## src/rtl/pipeline_controller.sv

```systemverilog
// Pipeline hazard controller: forwarding selects, load-use and branch
// hazard handling, a multicycle-unit wait FSM with timeout, and
// saturating stall/flush performance counters.
module pipeline_controller #(
  parameter int MC_TIMEOUT = 64,
  parameter int CNT_WIDTH  = 16
) (
  input  logic                 clk,
  input  logic                 rst_n,
  input  logic [4:0]           rs1_d,
  input  logic [4:0]           rs2_d,
  input  logic [4:0]           rs1_e,
  input  logic [4:0]           rs2_e,
  input  logic [4:0]           rd_e,
  input  logic [1:0]           res_src_e,
  input  logic                 pc_src_e,
  input  logic                 mc_start_e,
  input  logic                 mc_done,
  input  logic [4:0]           rd_m,
  input  logic [4:0]           rd_w,
  input  logic                 reg_write_m,
  input  logic                 reg_write_w,
  output logic                 stall_f,
  output logic                 stall_d,
  output logic                 stall_e,
  output logic                 flush_d,
  output logic                 flush_e,
  output logic                 flush_m,
  output logic [1:0]           forward_a_e,
  output logic [1:0]           forward_b_e,
  output logic                 mc_go,
  output logic                 mc_busy,
  output logic                 mc_error,
  output logic [CNT_WIDTH-1:0] stall_cycles,
  output logic [CNT_WIDTH-1:0] flush_count
);

  localparam int TW = $clog2(MC_TIMEOUT) + 1;

  typedef enum logic {
    RUN     = 1'b0,
    MC_WAIT = 1'b1
  } state_t;

  state_t                state_reg;
  logic [TW-1:0]         timer_reg;
  logic                  mc_error_reg;
  logic [CNT_WIDTH-1:0]  stall_cycles_reg;
  logic [CNT_WIDTH-1:0]  flush_count_reg;

  logic load_use;
  logic timeout_hit;

  assign load_use    = (res_src_e == 2'b01) && (rd_e != 5'd0) &&
                       ((rd_e == rs1_d) || (rd_e == rs2_d));
  assign timeout_hit = (timer_reg == TW'(MC_TIMEOUT - 1));

  assign mc_busy      = (state_reg == MC_WAIT);
  assign mc_error     = mc_error_reg;
  assign stall_cycles = stall_cycles_reg;
  assign flush_count  = flush_count_reg;

  // Operand forwarding: the M-stage result is newer, so it wins over W.
  always_comb begin
    forward_a_e = 2'b00;
    forward_b_e = 2'b00;
    if (reg_write_m && (rd_m != 5'd0) && (rd_m == rs1_e))      forward_a_e = 2'b10;
    else if (reg_write_w && (rd_w != 5'd0) && (rd_w == rs1_e)) forward_a_e = 2'b01;
    if (reg_write_m && (rd_m != 5'd0) && (rd_m == rs2_e))      forward_b_e = 2'b10;
    else if (reg_write_w && (rd_w != 5'd0) && (rd_w == rs2_e)) forward_b_e = 2'b01;
  end

  // Stall/flush/start decode; everything is held low while reset is asserted.
  always_comb begin
    stall_f = 1'b0;
    stall_d = 1'b0;
    stall_e = 1'b0;
    flush_d = 1'b0;
    flush_e = 1'b0;
    flush_m = 1'b0;
    mc_go   = 1'b0;
    if (rst_n) begin
      if (state_reg == MC_WAIT) begin
        // Freeze F/D/E and bubble M until the unit completes; on the done
        // cycle all stalls drop so the result advances immediately.
        if (!mc_done) begin
          stall_f = 1'b1;
          stall_d = 1'b1;
          stall_e = 1'b1;
          flush_m = 1'b1;
        end
      end else if (pc_src_e) begin
        // A taken branch squashes the wrong-path instructions, even if a
        // load-use hazard was also detected this cycle.
        flush_d = 1'b1;
        flush_e = 1'b1;
      end else begin
        if (load_use) begin
          stall_f = 1'b1;
          stall_d = 1'b1;
          flush_e = 1'b1;
        end
        mc_go = mc_start_e;
      end
    end
  end

  // Multicycle wait FSM with timer and sticky timeout flag.
  always_ff @(posedge clk or negedge rst_n) begin
    if (!rst_n) begin
      state_reg    <= RUN;
      timer_reg    <= '0;
      mc_error_reg <= 1'b0;
    end else begin
      case (state_reg)
        RUN: begin
          if (mc_start_e && !pc_src_e) begin
            state_reg <= MC_WAIT;
            timer_reg <= '0;
          end
        end
        MC_WAIT: begin
          timer_reg <= timer_reg + 1'b1;
          if (mc_done) begin
            state_reg <= RUN;
          end else if (timeout_hit) begin
            state_reg    <= RUN;
            mc_error_reg <= 1'b1;
          end
        end
        default: state_reg <= RUN;
      endcase
    end
  end

  // Saturating performance counters for front-end stalls and D flushes.
  always_ff @(posedge clk or negedge rst_n) begin
    if (!rst_n) begin
      stall_cycles_reg <= '0;
      flush_count_reg  <= '0;
    end else begin
      if (stall_f && (stall_cycles_reg != '1)) stall_cycles_reg <= stall_cycles_reg + 1'b1;
      if (flush_d && (flush_count_reg != '1))  flush_count_reg  <= flush_count_reg + 1'b1;
    end
  end

endmodule

```

## config.mk

```make
export PLATFORM = sky130hd
export DESIGN_NAME = pipeline_controller
export DESIGN_NICKNAME = d
export VERILOG_FILES = /design/src/rtl/pipeline_controller.sv
export SDC_FILE = /design/constraint.sdc
export NUM_CORES = 1
export LEC_CHECK = 0
export BUFFER_PORTS_ARGS = -buffer_cell sky130_fd_sc_hd__buf_2
export CAP_MARGIN = 20
export CORE_MARGIN = 1
export CORE_UTILIZATION = 53
export CTS_CLUSTER_DIAMETER = 50
export DETAILED_ROUTE_END_ITERATION = 16
export HOLD_SLACK_MARGIN = 0.02
export PLACE_DENSITY = 0.82
export REMOVE_ABC_BUFFERS = 1
export SYNTH_ARGS = -nofsm -noshare
export SYNTH_HDL_FRONTEND = slang
export SYNTH_SLANG_ARGS = --single-unit
```

## constraint.sdc

```tcl
create_clock -name clk -period 9.2 [get_ports clk]
set_clock_uncertainty 0.05 [all_clocks]
set_input_delay 2.76 -clock clk [delete_from_list [all_inputs] [get_ports clk]]
set_output_delay 2.76 -clock clk [all_outputs]
set_load 0.02 [all_outputs]
```

==> impl_results.md, run 1 <==
- Simple-gate share of the synthesized area: 23.0%
- Routability congestion estimate: 0.786
- Aggregate global routing overflow: 0
- Data required time of the critical path: 6390 ps
- Total instance count after detailed placement: 366
- Tot GR Track Use: 21.4%
- CTS Sinks: 41
- Synth warn: 0
- Multiplexer share of the synthesized area: 1.41%
- Hold Path Class: reg -> reg
- Instance area after placement: 2860 um2
- Post-synthesis share of cell area spent on xor and xnor gates: 21.5%
- Compound-cell area share of the yosys netlist: 6.41%
- Arrival time at the worst endpoint: 4470 ps
- Largest net degree at the start of global routing: 43
- Avg Cell Area, Syn: 10.3 um2
- HP Start: mc_error$_DFFE_PN0P_
- First-pass GRT wire length: 8390 um
- Max-capacitance violation count: 0
- Die boundary height: 69.3 um
- Worst IR Drop VDD: 0.000108 V
- Placeable Area: 4350 um2
- First-iteration detailed-routing DRC count: 95
- Static leakage: 1.50 nW
- Count of boundary I/O pins: 89
- Final critical path time including I/O delays and setup: 7280 ps
- Total power after layout: 0.478 mW
- Final std cell area, no fill: 2950 um2
- Die width: 69.3 um
- Number of diodes: 0
- Initial antenna violation count: 0
- Post-route fraction of the period consumed by the critical path: 79.2%
- Status: finished, final reports clean
- Max Clk Rate: 137 MHz
- Post-synth top area share: 42.7%
- TritonCTS buffer count: 5
- Clock Path Buffers: 2
- H-tree depth reported by CTS: 2
- Root Buffer: sky130_fd_sc_hd__clkbuf_8
- Clock tree from TritonCTS: done
- Slew Limit Fails: 0
- Hold Worst Slack: 412 ps
- HPWL after detailed placement: 3850 um
- Post-synth top area cell: sky130_fd_sc_hd__dfrtp_1
- Worst slew pin tran: 607 ps
- Util after Layout: 67.7%
- Worst setup path start: rst_n
- Worst relative slew slack: 59.5%
- Sort of element at the end of the critical path: output pin
- Count of final hold-check violations: 0
- Total standard cell area after synthesis: 2400 um2
- Worst setup timing slack at the placement stage: 1880 ps
- Worst Setup Path Type: in -> out
- Leading cell types in the layout, fill and taps excluded: sky130_fd_sc_hd__buf_2 (88), sky130_fd_sc_hd__dfrtp_1 (41), sky130_fd_sc_hd__xor2_1 (30), sky130_fd_sc_hd__xnor2_1 (29), sky130_fd_sc_hd__and3_1 (13)
- Setup repair after global routing missed its margin: no
- Number of global-route vias before repair: 1919
- # port buffers: 88
- Largest family of logic cells by synthesized area: simple AND/OR/NAND/NOR gates
- Final Routed Wirelength: 4970 um
- Finish-stage setup viols: 0
- Post-CTS setup buffer count: 0
- Vias per std cell: 5.39
- Yosys reg bits: 41
- Final cell count without fillers: 373
- First drt pass iteration count: 4
- Cell count after synthesis: 232
- Std cell rows: 24
- Gates resized, CTS repair: 0
- Category of the worst setup path launch point: input port
- Number of DRC violations after detailed routing: 0
- Worst-case setup margin in the final layout: 1920 ps
- Area growth, synth to finish: 22.8%
- Top cells by area, synth: sky130_fd_sc_hd__dfrtp_1 (43%), sky130_fd_sc_hd__xor2_1 (11%), sky130_fd_sc_hd__xnor2_1 (11%), sky130_fd_sc_hd__nand3_2 (3.8%), sky130_fd_sc_hd__and3_1 (3.4%)
- Overall via count from detail_route: 2009
- Clk_lat worst skew: 280 ps
- Maximum fanout count along the critical path: 42
- Most common library cell in the layout ignoring fill and taps: sky130_fd_sc_hd__buf_2
- Drt wl/cell: 13.3 um
- P per Cell Area: 162 nW/um2
- Hold bufs inserted after CTS: 0
- Share of cells above drive strength 1: 34.9%
- Synthesized-area fraction occupied by adder cells: 1.56%
- Summed negative setup slack over all endpoints: 0 ps
- Final net count: 368
- FF-to-FF Start: stall_cycles[0]$_DFFE_PN0P_
- Proportion of synthesized chip area in sequential cells: 42.7%
- Number of distinct library cells after synthesis: 40
- Full die area: 4800 um2
- Initial Utilization: 55.1%
- Antenna Nets Post-Route: 0
- Clock transition at path regs: 80 ps
path summary, 6_finish.rpt:
path                       depth (start not counted)  slack (ps)                          end
max                                                7        1920                      stall_d
min                                                1         410         mc_error$_DFFE_PN0P_
max reg2reg                                        7        6820  stall_cycles[1]$_DFFE_PN0P_
min reg2reg                                        1         410         mc_error$_DFFE_PN0P_
max in group asynchronous                          2        6260  flush_count[12]$_DFFE_PN0P_
min in group asynchronous                          2        2480            mc_busy$_DFF_PN0_
synth_stat cells (all sizes together):
library cell and number:
dfrtp 41, xor2 30, xnor2 29, nand3 15, and3 13, nand4 13, nand2 12, o21ai 11
nor2 10, inv 8, buf 6, or4 5, and2 4, nor4 4, and4 3, ha 3
mux2 3, nor2b 3, nor3 3, o211ai 2, o31ai 2, a21o 1, a21oi 1, a22oi 1
a31o 1, a31oi 1, clkbuf 1, nand2b 1, nand3b 1, nand4b 1, o21a 1, o22ai 1
or3 1
area by class of cell:
| type | count | area, um2 |
|---|---|---|
| Inverter | 8 | 30.0 |
| Timing Repair Buffer | 89 | 448 |
| Fill cell | 337 | 1410 |
| Tap cell | 52 | 65.1 |
| Clock buffer | 7 | 86.3 |
| Multi-Input combinational cell | 176 | 1290 |
| Sequential cell | 41 | 1030 |
metal layers:
metal | global-route usage (%) | routed length [um] | up-vias
met5 | 0 | 0 | -
met4 | 4.99 | 19 | 0
met3 | 4.80 | 185 | 4
met2 | 36.9 | 2470 | 47
met1 | 27.4 | 2290 | 967
li1 | - | - | 991
power by group:
part	switching (mW)	internal, mW
combinational	0.0737	0.0533
clock	0.0580	0.0595
sequential	0.0289	0.204
worst max-delay path, cell delays in order:
cell	delay [ps]
sky130_fd_sc_hd__buf_2	70
sky130_fd_sc_hd__buf_4	440
sky130_fd_sc_hd__inv_2	140
sky130_fd_sc_hd__nor2_1	190
sky130_fd_sc_hd__nand3b_2	120
sky130_fd_sc_hd__o22ai_4	460
sky130_fd_sc_hd__buf_2	280
kinds of logic after synthesis:
group | count (synthesis)
compound gates | 22
xor+xnor | 59
fa+ha+maj | 3
buf+inv | 15
flops | 41
mux | 3
simple gates | 89
Power figures use the tool's default switching activity.
==> run 2, diff against run 1 <==
--- a/config.mk
+++ b/config.mk
@@ -5,14 +5,15 @@
 export SDC_FILE = /design/constraint.sdc
 export NUM_CORES = 1
 export LEC_CHECK = 0
+export ABC_AREA = 1
 export BUFFER_PORTS_ARGS = -buffer_cell sky130_fd_sc_hd__buf_2
 export CAP_MARGIN = 20
 export CORE_MARGIN = 1
-export CORE_UTILIZATION = 53
+export CORE_UTILIZATION = 51
 export CTS_CLUSTER_DIAMETER = 50
 export DETAILED_ROUTE_END_ITERATION = 16
 export HOLD_SLACK_MARGIN = 0.02
-export PLACE_DENSITY = 0.82
+export PLACE_DENSITY = 0.77
 export REMOVE_ABC_BUFFERS = 1
 export SYNTH_ARGS = -nofsm -noshare
 export SYNTH_HDL_FRONTEND = slang
==> constraint.sdc (replaced) <==
create_clock -name clk -period 6.75 [get_ports clk]
set_clock_uncertainty 0.05 [all_clocks]
set_input_delay 2.025 -clock clk [delete_from_list [all_inputs] [get_ports clk]]
set_output_delay 2.025 -clock clk [all_outputs]
set_load 0.02 [all_outputs]
==> run 2 against run 1 <==
Net effect: sequential power is 38% higher; worst setup slack worse by 660 ps; non-clock buffer count stayed put; clock power is 42% higher; sequential share of layout area is 4.0 points lower; synthesized cell count is 63% higher; register-to-register slack worse by 2100 ps; total power is 42% higher.
==> impl_results.md, run 2 <==
- Status: finished, final reports clean
- Most common library cells after synthesis: sky130_fd_sc_hd__nand2_1 (104), sky130_fd_sc_hd__nand3_1 (47), sky130_fd_sc_hd__nor2_1 (46)
- Final Routed Wirelength: 5820 um (+17%)
- HPWL after detailed placement: 4520 um (+17%)
- Yosys reg bits: 41 (unchanged)
- Cell count after synthesis: 378 (+63%)
- Finish-stage setup viols: 0 (unchanged)
- Maximum fanout count along the critical path: 19 (-55%)
- Arrival time at the worst endpoint: 3410 ps (-1060 ps)
- Clock Path Buffers: 2 (unchanged)
- Full die area: 5700 um2 (+19%)
- Antenna Nets Post-Route: 0 (unchanged)
- Number of diodes: 0 (unchanged)
- Summed negative setup slack over all endpoints: 0 ps (unchanged)
- Global-route track usage on met3: 4.10% (-0.70 points)
- Synth async-reset ratio: 100% (unchanged)
- Most common library cell in the layout ignoring fill and taps: sky130_fd_sc_hd__nand2_1
- Max Clk Rate: 182 MHz
- Multi-input gate area in the final layout: 1520 um2 (+18%)
- Number of enable-type register cells in the synthesized netlist: 0 (unchanged)
- Delay of the slowest critical-path stage: 500 ps (+40 ps)
- First-iteration detailed-routing DRC count: 112 (+18%)
- Post-route fraction of the period consumed by the critical path: 81.3%
- Leading cell types in the layout, fill and taps excluded: sky130_fd_sc_hd__nand2_1 (104), sky130_fd_sc_hd__buf_2 (88), sky130_fd_sc_hd__nand3_1 (47), sky130_fd_sc_hd__nor2_1 (46), sky130_fd_sc_hd__inv_1 (42)
- Final critical path time including I/O delays and setup: 5490 ps
- Highest-delay cell along the critical path: sky130_fd_sc_hd__nand2_1
- Max-capacitance violation count: 0 (unchanged)
- Die boundary height: 75.5 um (+8.9%)
- Worst Setup Path Type: in -> out
- Routability congestion estimate: 0.864 (+10%)
- Static leakage: 1.86 nW (+24%)
- First-pass GRT wire length: 9430 um (+12%)
- Avg Cell Area, Syn: 7.29 um2 (-30%)
- Proportion of synthesized chip area in sequential cells: 37.3% (-5.5 points)
- Area growth, synth to finish: 21.2%
- Number of DRC violations after detailed routing: 0 (unchanged)
- H-tree depth reported by CTS: 2 (unchanged)
- Worst IR Drop VDD: 0.000162 V (+49%)
- Post-synth top area cell: sky130_fd_sc_hd__dfrtp_1
- Aggregate global routing overflow: 0 (unchanged)
- Dominant synthesized flop cell: sky130_fd_sc_hd__dfrtp_1
- Most frequent cell on the critical path: sky130_fd_sc_hd__nand2_1
- Drt wl/cell: 10.8 um (-19%)
- # port buffers: 88 (unchanged)
- Category of the worst setup path launch point: input port
- Most frequent cell after synthesis: sky130_fd_sc_hd__nand2_1
- Post-synth top area share: 37.3% (-5.5 points)
- Sort of element at the end of the critical path: output pin
- Number of global-route vias before repair: 2233 (+16%)
- Hold bufs inserted after CTS: 0 (unchanged)
- Util after Layout: 64.9% (-2.8 points)
- Clock tree from TritonCTS: done
- Initial Utilization: 53.6% (-1.6 points)
- P per Cell Area: 203 nW/um2 (+25%)
- Hold Path Class: reg -> reg
- Vias per std cell: 4.88 (-9.4%)
- Most used routing layer in global routing: met2
- Placeable Area: 5140 um2 (+18%)
- Share of cells above drive strength 1: 22.2% (-13 points)
- Root Buffer: sky130_fd_sc_hd__clkbuf_8
- Overall via count from detail_route: 2625 (+31%)
- Cell breakdown of the critical path: buf_2, inv_1, nand2_1, nand2_1, nor2_1, nand3_1, nand2_1, nand3_1, nand2_1, buf_2
- Die width: 75.5 um (+8.9%)
- Worst slew pin tran: 678 ps (+70.1 ps)
- Top cells by area, synth: sky130_fd_sc_hd__dfrtp_1 (37%), sky130_fd_sc_hd__nand2_1 (14%), sky130_fd_sc_hd__nand3_1 (8.5%), sky130_fd_sc_hd__xnor2_1 (8.0%), sky130_fd_sc_hd__xor2_1 (8.0%)
- Number of distinct library cells after synthesis: 23 (-43%)
- Data required time of the critical path: 4680 ps (-1710 ps)
- Cell family with the largest share of critical-path delay: simple AND/OR/NAND/NOR gates
- Total standard cell area after synthesis: 2750 um2 (+15%)
- Global-route met1 utilization: 26.8% (-0.66 points)
- Count of boundary I/O pins: 89 (unchanged)
- CTS Sinks: 41 (unchanged)
- Number of fill cells: 491 (+46%)
- Worst relative slew slack: 54.7% (-4.8 points)
- Setup repair after global routing missed its margin: no
- Clock transition at path regs: 80 ps (about the same)
- Synth warn: 0 (unchanged)
- Final net count: 514 (+40%)
- WP buf/inv: 3 (-1)
- Clk_lat worst skew: 290 ps (about the same)
- TritonCTS buffer count: 5 (unchanged)
- Slew Limit Fails: 0 (unchanged)
- First drt pass iteration count: 4 (unchanged)
- Initial antenna violation count: 0 (unchanged)
- Gates resized, CTS repair: 0 (unchanged)
- Count of final hold-check violations: 0 (unchanged)
- Post-CTS setup buffer count: 0 (unchanged)
- Std cell rows: 26 (+8.3%)
- Largest net degree at the start of global routing: 42 (-2.3%)
- M2 GR Usage: 38.6% (+1.7 points)
- FF/Latch Area: 1030 um2 (unchanged)
- Tot GR Track Use: 21.5% (+0.075 points)
==> run 2: cell types whose count changed after synthesis, moves of 7 or more <==
cell	previous run	this run
sky130_fd_sc_hd__inv_1	6	42
sky130_fd_sc_hd__nor3_1	3	10
sky130_fd_sc_hd__nor2_1	10	46
sky130_fd_sc_hd__and3_1	13	0
sky130_fd_sc_hd__nand3_2	9	0
sky130_fd_sc_hd__nand2_1	12	104
sky130_fd_sc_hd__nand3_1	6	47
sky130_fd_sc_hd__nand4_1	12	4
==> run 2: cells by family after synthesis <==
logic type / Yosys count / share of synthesized area (%)
AO/OA/AOI/OAI: 15 / 2.86
flip-flops: 41 / 37.3
AND/OR/NAND/NOR: 220 / 35.2
adder cells (fa/ha/maj): 3 / 1.36
XOR/XNOR: 50 / 15.9
buffers and inverters: 49 / 7.41
==> run 2: area by class of cell <==
type,count,share of cell area (%)
multi-input combinational,288,45.7
sequential,41,30.7
timing repair buffer,89,13.4
inverter,42,4.72
tap,70,2.62
clock buffer,5,2.06
clock inverter,3,0.750
==> run 2: metal layers <==
| metal | up-vias | part of all wire [%] |
|---|---|---|
| met5 | - | 0 |
| met4 | 0 | 0.52 |
| li1 | 1371 | - |
| met3 | 4 | 4.2 |
| met1 | 1190 | 47 |
| met2 | 60 | 49 |
==> run 2: power by group <==
part / internal, mW / switching [mW]
clock: 0.0753 / 0.0912
combinational: 0.0743 / 0.115
sequential: 0.280 / 0.0415
total: 0.429 / 0.248
==> run 2: path summary, 6_finish.rpt <==
kind | from | endpoint | slack, ps | depth (start not counted)
setup reg to reg | stall_cycles[0]$_DFFE_PN0P_ | stall_cycles[13]$_DFFE_PN0P_ | 4730 | 9
setup / recovery | rd_e[1] | stall_f | 1260 | 10
max in group asynchronous | rst_n | stall_cycles[9]$_DFFE_PN0P_ | 4510 | 2
hold / removal | mc_error$_DFFE_PN0P_ | mc_error$_DFFE_PN0P_ | 420 | 1
min in group asynchronous | rst_n | stall_cycles[8]$_DFFE_PN0P_ | 1790 | 2
hold reg to reg | mc_error$_DFFE_PN0P_ | mc_error$_DFFE_PN0P_ | 420 | 1
==> run 2: per-stage QoR <==
step | instance area (um2) | setup slack [ps] | power (mW) | instances | hold slack (ps)
6_report | 3340 | 1260 | 0.677 | 538 | 420
5_1_grt | 3340 | 1080 | 0.727 | 538 | 440
4_1_cts | 3340 | 1270 | 0.686 | 538 | 427
3_3_place_gp | 3240 | 1280 | 0.511 | 530 | 399
3_5_place_dp | 3240 | 1260 | 0.517 | 530 | 405
2_1_floorplan | 2710 | 1300 | 0.442 | 371 | 409
